File: src/rtl/multicycle_controller.sv
// Control FSM for the multicycle MIPS datapath.
// The states are Moore states: every output except pcen depends only on the
// current state and funct. pcen also uses the ALU zero flag so that a taken
// beq can load the PC.
module multicycle_controller (
  input  logic       clk,
  input  logic       reset,
  input  logic [5:0] op,
  input  logic [5:0] funct,
  input  logic       zero,
  output logic [2:0] alucontrol,
  output logic       alusrca,
  output logic [1:0] alusrcb,
  output logic [1:0] pcsrc,
  output logic       pcen,
  output logic       iord,
  output logic       memwrite,
  output logic       irwrite,
  output logic       regwrite,
  output logic       regdst,
  output logic       memtoreg,
  output logic [3:0] state
);

  typedef enum logic [3:0] {
    S_FETCH    = 4'd0,
    S_DECODE   = 4'd1,
    S_MEMADR   = 4'd2,
    S_MEMRD    = 4'd3,
    S_MEMWB    = 4'd4,
    S_MEMWR    = 4'd5,
    S_EXECUTE  = 4'd6,
    S_ALUWB    = 4'd7,
    S_BRANCH   = 4'd8,
    S_ADDIEXEC = 4'd9,
    S_ADDIWB   = 4'd10,
    S_JUMP     = 4'd11
  } state_t;

  localparam logic [5:0] OP_RTYPE = 6'b000000;
  localparam logic [5:0] OP_LW    = 6'b100011;
  localparam logic [5:0] OP_SW    = 6'b101011;
  localparam logic [5:0] OP_BEQ   = 6'b000100;
  localparam logic [5:0] OP_ADDI  = 6'b001000;
  localparam logic [5:0] OP_J     = 6'b000010;

  localparam logic [2:0] ALU_AND = 3'b000;
  localparam logic [2:0] ALU_OR  = 3'b001;
  localparam logic [2:0] ALU_ADD = 3'b010;
  localparam logic [2:0] ALU_SUB = 3'b110;
  localparam logic [2:0] ALU_SLT = 3'b111;

  state_t     r_state;
  state_t     w_next;
  logic [2:0] w_functalu;
  logic       w_functok;
  logic       w_pcwrite;
  logic       w_branch;

  // R-type funct decode: ALU operation and whether the funct is supported
  always_comb begin
    w_functalu = ALU_ADD;
    w_functok  = 1'b1;
    case (funct)
      6'b100000: w_functalu = ALU_ADD;
      6'b100010: w_functalu = ALU_SUB;
      6'b100100: w_functalu = ALU_AND;
      6'b100101: w_functalu = ALU_OR;
      6'b101010: w_functalu = ALU_SLT;
      default:   w_functok  = 1'b0;
    endcase
  end

  // State register, asynchronously forced to FETCH by reset
  always_ff @(posedge clk or posedge reset) begin
    if (reset) r_state <= S_FETCH;
    else       r_state <= w_next;
  end

  // Next-state logic; unknown opcodes and functs fall back to FETCH
  always_comb begin
    w_next = S_FETCH;
    case (r_state)
      S_FETCH:    w_next = S_DECODE;
      S_DECODE: begin
        case (op)
          OP_LW, OP_SW: w_next = S_MEMADR;
          OP_RTYPE:     w_next = w_functok ? S_EXECUTE : S_FETCH;
          OP_BEQ:       w_next = S_BRANCH;
          OP_ADDI:      w_next = S_ADDIEXEC;
          OP_J:         w_next = S_JUMP;
          default:      w_next = S_FETCH;
        endcase
      end
      S_MEMADR:   w_next = (op == OP_LW) ? S_MEMRD : S_MEMWR;
      S_MEMRD:    w_next = S_MEMWB;
      S_EXECUTE:  w_next = S_ALUWB;
      S_ADDIEXEC: w_next = S_ADDIWB;
      default:    w_next = S_FETCH;
    endcase
  end

  // Per-state output decode; everything defaults to inactive with an ADD
  always_comb begin
    alucontrol = ALU_ADD;
    alusrca    = 1'b0;
    alusrcb    = 2'b00;
    pcsrc      = 2'b00;
    iord       = 1'b0;
    memwrite   = 1'b0;
    irwrite    = 1'b0;
    regwrite   = 1'b0;
    regdst     = 1'b0;
    memtoreg   = 1'b0;
    w_pcwrite  = 1'b0;
    w_branch   = 1'b0;
    case (r_state)
      S_FETCH: begin
        alusrcb   = 2'b01;
        irwrite   = 1'b1;
        w_pcwrite = 1'b1;
      end
      S_DECODE:   alusrcb = 2'b11;
      S_MEMADR: begin
        alusrca = 1'b1;
        alusrcb = 2'b10;
      end
      S_MEMRD:    iord = 1'b1;
      S_MEMWB: begin
        memtoreg = 1'b1;
        regwrite = 1'b1;
      end
      S_MEMWR: begin
        iord     = 1'b1;
        memwrite = 1'b1;
      end
      S_EXECUTE: begin
        alusrca    = 1'b1;
        alucontrol = w_functalu;
      end
      S_ALUWB: begin
        regdst   = 1'b1;
        regwrite = 1'b1;
      end
      S_BRANCH: begin
        alusrca    = 1'b1;
        alucontrol = ALU_SUB;
        pcsrc      = 2'b01;
        w_branch   = 1'b1;
      end
      S_ADDIEXEC: begin
        alusrca = 1'b1;
        alusrcb = 2'b10;
      end
      S_ADDIWB:   regwrite = 1'b1;
      S_JUMP: begin
        pcsrc     = 2'b10;
        w_pcwrite = 1'b1;
      end
      default: ;
    endcase
  end

  assign pcen  = w_pcwrite | (w_branch & zero);
  assign state = r_state;

endmodule
File: config.mk
export PLATFORM = sky130hd
export DESIGN_NAME = multicycle_controller
export DESIGN_NICKNAME = d
export VERILOG_FILES = /design/src/rtl/multicycle_controller.sv
export SDC_FILE = /design/constraint.sdc
export NUM_CORES = 1
export LEC_CHECK = 0
export ABC_AREA = 1
export BUFFER_PORTS_ARGS = -buffer_cell sky130_fd_sc_hd__buf_2
export CORE_AREA = 2 2 39 41
export CTS_BUF_LIST = sky130_fd_sc_hd__clkbuf_8
export DETAILED_ROUTE_END_ITERATION = 10
export DIE_AREA = 0 0 41 43
export GPL_TIMING_DRIVEN = 0
export PLACE_DENSITY = 0.76
export SETUP_SLACK_MARGIN = 0.4
export SLEW_MARGIN = 20
export SYNTH_ARGS = -nofsm -noshare
export SYNTH_HDL_FRONTEND = slang
export SYNTH_SLANG_ARGS = --single-unit
File: constraint.sdc
create_clock -name clk -period 1.39 [get_ports clk]
set_input_delay 0.278 -clock clk [delete_from_list [all_inputs] [get_ports clk]]
set_output_delay 0.278 -clock clk [all_outputs]
set_load 0.01 [all_outputs]
==> impl_metrics.toml, run 1 <==
[logic_synthesis]
yosysWarningCount = 0
syn_avg_cell_area_um2 = 5.213
seq_area_frac_synth_pct = 18.82
syn_area_um2 = 531.8
syn_inst = 102
ys_ff_latch = 4
synth_fp_nets = 117
ys_types = 15

[sta]
rsz0062_at_grt = "yes"
postLayoutSetupSlackWorst_ns = -0.2680
fmax_mhz = 603.1
slew_headroom_pct = 84.40
hold_ws_ns = 0.4188
slew_violations = 0
tightest_slew_ns = 0.2316
period_share_pct = 119.3
finalSetupTns_ns = -2.198
period_needed_ns = 1.658
setup_viol = 15
finClkSkew_ns = 0.01091
hold_viol = 0

[setup_path]
critical_path_class = "reg2out"
ff2ff_setup_slack_ns = 0.05
reg2reg_from = "state[3]$_DFF_PP0_"
crit_fanout = 3
r2r_cells = 7
worst_ep_required_time_ns = 1.11
arrival_ns = 1.38
start_kind = "flop"
r2r-end = "state[2]$_DFF_PP0_"
end_kind = "output pin"

[global_route]
use_met2_pct = 49.06
antenna_found_initial = 0
grt_max_degree = 6
use_met3_pct = 6.806
busiest_layer = "met2"
overflow = 0
grt_pass1_vias = 783
grt_pass1_wl_um = 3132
grt_use_met1_pct = 23.30
grt_usage_pct = 25.86

[routing]
drtIter0Drc = 12
avgViaCountPerCell = 5.099
drtAntennaViolNets = 0
wl_per_cell_um = 13.47
num_vias = 872
drcViolationCount = 0
first_pass_iters = 4
wl_um = 2303

[placed_design]
place_inst = 151
hpwl_um = 1227
place_congestion = 0.8396
port_buffers = 33

[finish]
final_util_pct = 76.58
final_nets = 171
largest_reg_flops = 4
drive_gt1_share_pct = 56.13
instances_no_fill = 171
antenna_cells = 0
register_area_um2 = 103.9
multi_input_area_um2 = 451.7
syn2layout_area_growth_pct = 99.29
fillCellCount = 99

[floorplan]
die_y_um = 43
die_area_um2 = 1763
initial_core_util_pct = 38.43
core_um2 = 1384
fp-row-count = 14
die_w_um = 41
io_pins = 34

[pwr]
power_density_nw_per_um2 = 1312
power_uw = 1390
vdd_drop_max_mv = 0.7133
p_leak_uw = 0.0006044

[worst_hold_path]
holdCritStartpoint = "op[3]"
hold_depth = 4
min_to = "state[3]$_DFF_PP0_"
hold_path.class = "in2reg"

[outcome]
status = "complete, but fails checks"
failed_checks = "setup timing"

[clock_network]
root_buffer = "clkbuf_8"
cts.sinks = 4
clock_latency_ns = 0.22
htree_num_levels = 1
cts_tree = "built"
cts_buffer_depth = 2
cts_made_buffers = 3
path_clk_slew_ns = 0.03

[flow_run]
drv_cap = 0
-- power by group --
group	total (uW)	internal (uW)	switching [uW]
combinational	923	403	519
clock	260	189	70.9
sequential	207	148	58.4
total	1390	741	649
-- what timing repair did --
action	in CTS	in global routing
hold buffers	1	0
endpoints found under the hold margin	4	0
setup buffers	13	2
resized for setup	14	11
endpoints found under the setup margin	23	23
pin swaps	8	7
-- cell usage in the layout (no fill, tap or decap) --
| master | Yosys | final |
|---|---|---|
| a21oi_1 | 5 | 1 |
| a21oi_2 | 0 | 4 |
| buf_2 | 0 | 27 |
| buf_4 | 0 | 12 |
| buf_6 | 0 | 9 |
| clkbuf_8 | 0 | 3 |
| dfrtp_1 | 4 | 1 |
| dfrtp_2 | 0 | 3 |
| dlygate4sd3_1 | 0 | 1 |
| inv_1 | 19 | 18 |
| inv_2 | 5 | 2 |
| inv_4 | 0 | 5 |
| nand2_1 | 20 | 15 |
| nand2_2 | 2 | 6 |
| nand2_4 | 1 | 1 |
| nand2_8 | 0 | 1 |
| nand3_1 | 12 | 10 |
| nand3_2 | 0 | 2 |
| nand4_1 | 1 | 1 |
| nor2_1 | 23 | 15 |
| nor2_2 | 1 | 2 |
| nor2_4 | 2 | 9 |
| o21ai_0 | 5 | 3 |
| o21ai_1 | 1 | 2 |
| o21ai_2 | 0 | 1 |
| o22ai_1 | 1 | 1 |
-- kinds of logic after synthesis --
kind of cell | after synthesis | share of synthesized area, %
AO/OA/AOI/OAI | 12 | 11.53
AND/OR/NAND/NOR | 62 | 52.71
flip-flops | 4 | 18.82
buffers and inverters | 24 | 16.94
-- layout make-up --
type / count / area share [%]
Clock inverter: 1 / 0.3542
Clock buffer: 3 / 3.896
Tap cell: 16 / 1.889
Sequential cell: 4 / 9.799
Multi-Input combinational cell: 74 / 42.62
Timing Repair Buffer: 49 / 31.76
Inverter: 24 / 9.681
-- metrics by stage --
| stage | setup WS [ns] | cell area (um2) |
|---|---|---|
| floorplan | 0.1223 | 598.1 |
| global placement | 0.02185 | 783.3 |
| global route | -0.2980 | 1060 |
| detailed placement | -0.009372 | 783.3 |
| finish | -0.2680 | 1060 |
| CTS | -0.1700 | 998.5 |
-- worst max-delay path by stage --
stage                             startpoint       endpoint  slack (ns)
final                     state[3]$_DFF_PP0_           iord       -0.27
after global routing      state[3]$_DFF_PP0_           pcen       -0.30
after CTS                 state[0]$_DFF_PP0_           pcen       -0.17
after detailed placement  state[0]$_DFF_PP0_  alucontrol[0]      -0.009
after global placement    state[0]$_DFF_PP0_  alucontrol[0]        0.02
after floorplan           state[3]$_DFF_PP0_           pcen        0.12
-- Yosys cell counts --
cell type  count  area, um2
o22ai_1        1      6.260
nor2_2         1      6.260
nand2_2        2      12.51
inv_2          5      18.77
dfrtp_1        4      100.1
a21oi_1        5      25.02
o21ai_1        1      5.000
nand3_1       12      60.06
inv_1         19      71.32
nor2_4         2      22.52
o21ai_0        5      25.02
nor2_1        23      86.33
nand2_1       20      75.07
nand2_4        1      11.26
nand4_1        1      6.260
-- worst max-delay path: stages (launching register included) --
cell,delay [ns]
dfrtp_1,0.43
inv_2,0.14
buf_4,0.14
nand4_1,0.18
o21ai_2,0.13
buf_2,0.15
-- routing by layer --
| metal | vias up | part of all wire (%) |
|---|---|---|
| met1 | 395 | 37 |
| met5 | - | 0 |
| met2 | 46 | 53 |
| li1 | 417 | - |
| met3 | 14 | 4.7 |
| met4 | 0 | 5.0 |
Power figures use the tool's default switching activity.
==> run 2, diff against run 1 <==
==> constraint.sdc (replaced) <==
create_clock -name clk -period 1.39 [get_ports clk]
set_input_delay 0.0695 -clock clk [delete_from_list [all_inputs] [get_ports clk]]
set_output_delay 0.0695 -clock clk [all_outputs]
set_load 0.01 [all_outputs]
==> run 2 against run 1 <==
Effect of this change: the flow now finishes without violations; hold slack worse by 0.24 ns; power down 12%; clock-buffer cell count unchanged; worst setup slack better by 0.31 ns; die area unchanged; sequential share of layout area up 1.3 points; largest power group unchanged; highest routed layer unchanged.
==> impl_metrics.toml, run 2 (synthesized netlist as in run 1, its figures left out) <==
[finish]
final_cell_mix = "31 x buf_2, 18 x inv_1, 17 x nand2_1, 16 x nor2_1"
fillCellCount = 122
final_nets = 165
final_util_pct = 67.72
largest_reg_flops = 4
finalInstanceArea_um2 = 937.1
multi_input_area_um2 = 417.9
antenna_cells = 0
final_common_cell = "buf_2"
drive_gt1_share_pct = 51.68
register_area_um2 = 103.9
syn2layout_area_growth_pct = 76.24

[sta]
slew_headroom_pct = 85.51
period_share_pct = 97.03
hold_ws_ns = 0.1810
period_needed_ns = 1.349
finalSetupTns_ns = 0
hold_viol = 0
setup_viol = 0
slew_violations = 0
rsz0062_at_grt = "yes"
finClkSkew_ns = 0.0001362
fmax_mhz = 741.4
tightest_slew_ns = 0.2151

[global_route]
antenna_found_initial = 0
grt_pass1_wl_um = 2449
grt_max_degree = 6
grt_usage_pct = 20.56
grt_pass1_vias = 655
overflow = 0

[setup_path]
end_kind = "output pin"
arrival_ns = 1.28
start_kind = "flop"
critical_path_class = "reg2out"
crit_fanout = 5
worst_ep_required_time_ns = 1.32

[pwr]
p_sw_uw = 542.9
p_leak_uw = 0.0005606
p_clk_share_pct = 22.2
swShare_pct = 44.55
power_density_nw_per_um2 = 1300
vdd_drop_max_mv = 0.6151
p_comb_share_pct = 61.8
p_int_uw = 675.6
power_uw = 1219
pwr-share-seq_pct = 15.9

[floorplan]
io_pins = 34
fp-row-count = 14
die_w_um = 41
initial_core_util_pct = 38.43
die_y_um = 43
die_area_um2 = 1763
core_um2 = 1384

[routing]
drtAntennaViolNets = 0
wl_um = 1624
drtIter0Drc = 12
first_pass_iters = 4
drcViolationCount = 0
wl_per_cell_um = 9.842
avgViaCountPerCell = 4.945
num_vias = 816

[placed_design]
place_congestion = 0.7328
port_buffers = 33
hpwl_um = 1148
place_area_um2 = 767.0

[clock_network]
cts.sinks = 4
cts_made_buffers = 3
clock_latency_ns = 0.22
path_clk_slew_ns = 0.04
htree_num_levels = 1
root_buffer = "clkbuf_8"
cts_tree = "built"
cts_buffer_depth = 2

[worst_hold_path]
hold_path.class = "in2reg"

[outcome]
status = "finished, final reports clean"

[flow_run]
drv_cap = 0
[run 2: cell count changes in the layout (fill, tap and decap cells not counted), sizes merged]
cell  previous run  this run
buf             48        42
[run 2: critical path, cell delays in order (launching register included)]
cell	delay (ns)
dfrtp_2	0.43
inv_2	0.10
nor2_2	0.05
inv_2	0.12
nor2_4	0.04
a21oi_1	0.10
o21ai_1	0.07
buf_2	0.13
[run 2: what timing repair did]
action / CTS / global route
pin swaps: 4 / 5
setup buffers: 7 / 2
hold buffers: 1 / 0
endpoints found under the setup margin: 19 / 21
endpoints found under the hold margin: 4 / 0
cloned: 0 / 0
resized for setup: 2 / 10
[run 2: area by class of cell]
cell class	count	share of cell area, %
Multi-Input combinational cell	74	44.59
Timing Repair Buffer	43	27.24
Sequential cell	4	11.08
Inverter	24	10.15
Clock buffer	3	4.406
Tap cell	16	2.136
Clock inverter	1	0.4005
[run 2: per-stage QoR]
step           worst slack (ns)  instances
2_1_floorplan            0.3187        102
3_3_place_gp             0.2664        151
5_1_grt                -0.03269        165
6_report                0.04123        165
4_1_cts                 0.05790        163
3_5_place_dp             0.2547        151
[run 2: worst paths after layout]
path                                    start                 end  slack, ns  cells past startpoint
setup / recovery           state[2]$_DFF_PP0_            regwrite       0.04                      7
hold reg to reg            state[0]$_DFF_PP0_  state[0]$_DFF_PP0_       0.72                      3
min in group asynchronous               reset  state[3]$_DFF_PP0_       0.28                      3
hold / removal                          op[3]  state[3]$_DFF_PP0_       0.18                      4
setup reg to reg           state[1]$_DFF_PP0_  state[2]$_DFF_PP0_       0.19                      8
max in group asynchronous               reset  state[0]$_DFF_PP0_       0.94                      3
[run 2: power groups by stage]
stage	combinational, uW	sequential, uW	clock [uW]
2_1_floorplan	362	217	0
3_5_place_dp	552	210	0
5_1_grt	826	198	285
3_3_place_gp	544	210	0
4_1_cts	625	187	269
6_report	753	194	271
[run 2: per-layer routing]
metal  GRT usage (%)  vias to the layer above  share of wire (%)
met1           18.89                      359                 35
met5               0                        -                  0
met2           35.31                       43                 54
li1                -                      406                  -
met4           12.67                        0                3.2
met3           7.330                        8                8.1
